<file path="config.mk">
export PLATFORM = sky130hd
export DESIGN_NAME = i_fab_ingress
export DESIGN_NICKNAME = d
export VERILOG_FILES = /design/src/rtl/i_fab_pkg.sv /design/src/rtl/i_fab_edge_det.sv /design/src/rtl/i_fab_ingress.sv
export SDC_FILE = /design/constraint.sdc
export NUM_CORES = 1
export LEC_CHECK = 0
export ABC_AREA = 1
export CAP_MARGIN = 20
export CELL_PAD_IN_SITES_DETAIL_PLACEMENT = 0
export CELL_PAD_IN_SITES_GLOBAL_PLACEMENT = 2
export CORE_UTILIZATION = 30
export DETAILED_ROUTE_END_ITERATION = 10
export PLACE_DENSITY = 0.91
export SYNTH_ARGS = -nofsm -noshare
export SYNTH_HDL_FRONTEND = slang
export SYNTH_SLANG_ARGS = --single-unit
</file>
<file path="constraint.sdc">
create_clock -name C -period 2.6 [get_ports C]
set_input_delay 0.78 -clock C [delete_from_list [all_inputs] [get_ports C]]
set_output_delay 0.78 -clock C [all_outputs]
set_load 0.005 [all_outputs]
</file>
<file path="src/rtl/i_fab_pkg.sv">
// rtl/i_fab_pkg.sv - shared constants and helpers for the fabric ingress cell
//
// Purpose: default parameter values for i_fab_ingress and a saturating
// increment used by its transition counter.
// Ports: none (package).

package i_fab_pkg;

  localparam int   DEF_WIDTH      = 1;
  localparam int   DEF_CNT_WIDTH  = 16;
  localparam logic DEF_INIT_VALUE = 1'b0;

  // Widest counter the helper below can carry.
  localparam int   MAX_CNT_WIDTH  = 32;

  // Returns value+1 unless value already equals max_value, in which case it
  // holds. Callers zero-extend into and truncate out of the 32-bit carrier.
  function automatic logic [MAX_CNT_WIDTH-1:0] sat_inc(
    input logic [MAX_CNT_WIDTH-1:0] value,
    input logic [MAX_CNT_WIDTH-1:0] max_value
  );
    if (value == max_value) begin
      return value;
    end
    return value + 32'd1;
  endfunction

endpackage

</file>
<file path="src/rtl/i_fab_edge_det.sv">
// rtl/i_fab_edge_det.sv - per-bit previous-sample register and edge pulses
//
// Purpose: samples din every rising clk and produces one-cycle rise/fall
// pulses from the comparison of the new sample against the previous one.
// Ports:
//   clk   in   rising-edge clock
//   rst   in   asynchronous active-high reset
//   din   in   WIDTH  data being observed
//   prev  out  WIDTH  last sampled din (reset value {WIDTH{INIT_VALUE}})
//   rise  out  WIDTH  pulse on a sampled 0->1 transition
//   fall  out  WIDTH  pulse on a sampled 1->0 transition

module i_fab_edge_det
  import i_fab_pkg::*;
#(
  parameter int   WIDTH      = DEF_WIDTH,
  parameter logic INIT_VALUE = DEF_INIT_VALUE
) (
  input  logic             clk,
  input  logic             rst,
  input  logic [WIDTH-1:0] din,
  output logic [WIDTH-1:0] prev,
  output logic [WIDTH-1:0] rise,
  output logic [WIDTH-1:0] fall
);

  always_ff @(posedge clk or posedge rst) begin
    if (rst) begin
      prev <= {WIDTH{INIT_VALUE}};
      rise <= '0;
      fall <= '0;
    end else begin
      prev <= din;
      // Compared against the old prev, so a pulse lasts one cycle unless
      // din toggles again.
      rise <= din & ~prev;
      fall <= ~din & prev;
    end
  end

endmodule

</file>
<file path="src/rtl/i_fab_ingress.sv">
// rtl/i_fab_ingress.sv - fabric-side input buffer cell with debug observability
//
// Purpose: passes I straight through to O combinationally, and alongside it
// keeps a registered copy, edge pulses and a saturating transition counter.
// Ports:
//   C           in   rising-edge clock
//   R           in   asynchronous active-high reset
//   CNT_CLR     in   synchronous clear of TOGGLE_CNT (wins over a change)
//   I           in   WIDTH      fabric input data
//   O           out  WIDTH      combinational copy of I, unaffected by C/R
//   O_REG       out  WIDTH      I registered on rising C
//   RISE        out  WIDTH      per-bit 0->1 pulse
//   FALL        out  WIDTH      per-bit 1->0 pulse
//   TOGGLE_CNT  out  CNT_WIDTH  sampled cycles in which any bit of I changed
//                               (saturating; CNT_WIDTH must not exceed 32)

module i_fab_ingress
  import i_fab_pkg::*;
#(
  parameter int   WIDTH      = DEF_WIDTH,
  parameter logic INIT_VALUE = DEF_INIT_VALUE,
  parameter int   CNT_WIDTH  = DEF_CNT_WIDTH
) (
  input  logic                 C,
  input  logic                 R,
  input  logic                 CNT_CLR,
  input  logic [WIDTH-1:0]     I,
  output logic [WIDTH-1:0]     O,
  output logic [WIDTH-1:0]     O_REG,
  output logic [WIDTH-1:0]     RISE,
  output logic [WIDTH-1:0]     FALL,
  output logic [CNT_WIDTH-1:0] TOGGLE_CNT
);

  localparam logic [CNT_WIDTH-1:0] CNT_MAX = '1;

  logic [WIDTH-1:0] prev;
  logic             change;

  // Plain wire: X/Z on I reaches O untouched, and reset has no say here.
  assign O = I;

  i_fab_edge_det #(
    .WIDTH      (WIDTH),
    .INIT_VALUE (INIT_VALUE)
  ) u_edge_det (
    .clk  (C),
    .rst  (R),
    .din  (I),
    .prev (prev),
    .rise (RISE),
    .fall (FALL)
  );

  // The previous-sample register already is "I delayed by one cycle" with
  // the right reset value, so it doubles as the registered output.
  assign O_REG  = prev;
  assign change = (I != prev);

  always_ff @(posedge C or posedge R) begin
    if (R) begin
      TOGGLE_CNT <= '0;
    end else if (CNT_CLR) begin
      TOGGLE_CNT <= '0;
    end else if (change) begin
      TOGGLE_CNT <= CNT_WIDTH'(sat_inc(MAX_CNT_WIDTH'(TOGGLE_CNT),
                                       MAX_CNT_WIDTH'(CNT_MAX)));
    end
  end

endmodule

</file>
==> flow_summary.json <==
{
  "finClkSkew_ns": 0.00271,
  "whs_endpoint": "TOGGLE_CNT[1]$_DFFE_PP0P_",
  "setup_viol": 0,
  "max_freq_ghz": 0.395,
  "crit_required_ns": 1.82,
  "grt_antenna_before_repair": 0,
  "htree_num_levels": 1,
  "drtIter0Drc": 46,
  "dieArea_sq_mm": 0.00418,
  "max_stage_delay_ns": 0.50,
  "wl_per_cell_um": 12.1,
  "dp_hpwl_um": 2140,
  "cts-hold-fix-buffers": 0,
  "clkTransAtPathRegs_ns": 0.08,
  "yosys_warnings": 0,
  "arrival_ns": 1.75,
  "synth_edf_count": 0,
  "yosysTopAreaCell": "dfrtp_1",
  "finalSetupTns_ns": 0,
  "critPathLaunchType": "input pin",
  "crit_slowest_cell": "clkdlybuf4s50_1",
  "grt_pass1_wl_um": 5130,
  "grt_max_degree": 20,
  "core_sq_mm": 0.00372,
  "r2r_slack_ns": 0.93,
  "synth_seq_cells": 19,
  "io_pins": 24,
  "nets": 199,
  "reg2reg_depth": 6,
  "critPathMaxFanout": 2,
  "ys.flop_type": "dfrtp_1",
  "synth_commonest_cells": "nand2_1, nor2_1, dfrtp_1, inv_1, nand3_1",
  "drv_slew": 0,
  "cts_resized": 0,
  "cts_sinks": 19,
  "clk_path_buf_depth": 2,
  "grt_setup_unrepaired": "false",
  "clk_latency_ns": 0.26,
  "num_rows": 22,
  "cts_tree": "yes",
  "hold_viol_final": 0,
  "end_kind": "output pin",
  "worstMarginPinSlew_ns": 0.334,
  "via_count": 1126,
  "synth_top_area_share_pct": 40.3,
  "max_cap_violations": 0,
  "cts_setup_buffers": 0,
  "worst-setup-path-type": "in2out",
  "crit_family": "buffers and inverters",
  "p_leak_uw": 0.000663,
  "period_needed_ns": 2.53,
  "fill_cells": 395,
  "start_util_pct": 31.7,
  "r2r-end": "TOGGLE_CNT[10]$_DFFE_PP0P_",
  "finalCritPeriodShare_pct": 97.3,
  "crit_chain": "clkdlybuf4s50_1, clkdlybuf4s50_1",
  "via_per_inst": 4.71,
  "synth_fp_nets": 172,
  "die_h_um": 64.7,
  "cp_common_cell": "clkdlybuf4s50_1",
  "synth_area_leaders": "dfrtp_1, nand2_1, nor2_1",
  "synth_cell_types": 21,
  "critPathLaunch": "I",
  "synth_cells": 165,
  "routed_wl_um": 2880,
  "grt_pass1_vias": 1139,
  "place.gp.congestion": 0.764,
  "yosysMostFrequentCell": "nand2_1",
  "cts_made_buffers": 3,
  "drc": 0,
  "hp-start": "TOGGLE_CNT[1]$_DFFE_PP0P_",
  "setup_slack_ns": 0.0700,
  "syn_avg_cell_area_sq_um": 7.14,
  "syn_area_sq_mm": 0.00118,
  "antenna_left": 0,
  "syn2layout_area_growth_pct": 27.3,
  "grt_remaining_overflow": 0,
  "synthArstFlopShare_pct": 100,
  "hold_class": "reg2reg",
  "layout-drive-gt1-share_pct": 8.38,
  "worstHoldPathCells": 2,
  "first_pass_iters": 4,
  "outcome": "finished, final reports clean",
  "power_density_mw_per_mm2": 392,
  "antenna_cells": 0,
  "ir_drop_v": 0.000136,
  "worst-path-buf-inv": 2,
  "fp.dieW_um": 64.7,
  "dp_slack_ns": 0.0706,
  "cts_root_buffer": "clkbuf_8",
  "maxSlewHeadroom_pct": 77.7,
  "port-buffer-count": 23,
  "grtUsageTotal_pct": 16.0,
  "ys_seq_area_share_pct": 40.3,
  "worst_r2r_startpoint": "TOGGLE_CNT[0]$_DFFE_PP0P_"
}
## cell families after synthesis
logic type | count (synthesis) | synth area share, %
buf+inv | 23 | 8.92
simple gates | 103 | 37.5
fa+ha+maj | 3 | 3.19
xor+xnor | 5 | 3.72
compound gates | 12 | 6.37
flops | 19 | 40.3
## how the worst max path moves through the flow
stage / end / slack (ns) / cells past startpoint
after floorplan: TOGGLE_CNT[3]$_DFFE_PP0P_ / 0.93 / 7
after global placement: O / 0.07 / 2
after detailed placement: O / 0.07 / 2
after CTS: O / 0.06 / 2
after global routing: O / 0.05 / 2
final: O / 0.07 / 2
## per-stage QoR
step	instance area (sq um)	power [uW]	hold slack [ns]	cells	util, %
CTS	1500	593	0.564	239	40.4
finish	1500	588	0.562	239	40.4
detailed placement	1450	382	0.543	235	39.1
global placement	1450	381	0.529	235	39.1
global route	1500	614	0.599	239	40.4
floorplan	1180	350	0.514	165	-
## report_power, final
part / leakage [uW] / internal [uW] / switching (uW)
clock: 0.0000255 / 107 / 106
combinational: 0.000378 / 28.6 / 36.6
sequential: 0.000259 / 302 / 7.40
total: 0.000663 / 437 / 150
## cells in the final DEF, fill, tap and decap left out
cell type,count
nor2_4,1
inv_1,19
dfrtp_1,19
o21ai_2,2
inv_2,1
nand2_4,1
nand2_1,60
nand3_2,1
clkbuf_8,3
nor3_1,2
nand3_1,9
xnor2_1,1
nand4_1,4
o21bai_1,3
ha_1,3
nand2_2,2
nor2_2,2
clkdlybuf4s50_1,23
nor2_1,21
clkinv_2,1
xor2_1,4
o21ai_0,7
buf_4,2
## registers in the layout, indices dropped and copies added, names as in the netlist
| name | cells |
|---|---|
| TOGGLE_CNT | 16 |
| u_edge_det.fall | 1 |
| u_edge_det.prev | 1 |
| u_edge_det.rise | 1 |
## layout make-up
| cell class | count | area [sq um] | area share, % |
|---|---|---|---|
| Tap cell | 48 | 60.1 | 4.00 |
| Clock inverter | 1 | 5.00 | 0.334 |
| Timing Repair Buffer | 25 | 245 | 16.3 |
| Inverter | 20 | 75.1 | 5.00 |
| Clock buffer | 3 | 41.3 | 2.75 |
| Multi-Input combinational cell | 123 | 598 | 39.9 |
| Sequential cell | 19 | 475 | 31.7 |
## worst min-delay path, cell delays in order, from the launching register on
cell and delay (ns):
dfrtp_1 0.40, nand2_1 0.07, nand2_1 0.06
## metal layers
metal / track usage [%] / wire length [um] / part of all wire [%]
met1: 20.9 / 1400 / 48
met4: 5.83 / 27 / 0.94
met5: 0 / 0 / 0
met2: 27.1 / 1370 / 47
met3: 1.58 / 90 / 3.1
(Power assumes the default switching activity.)
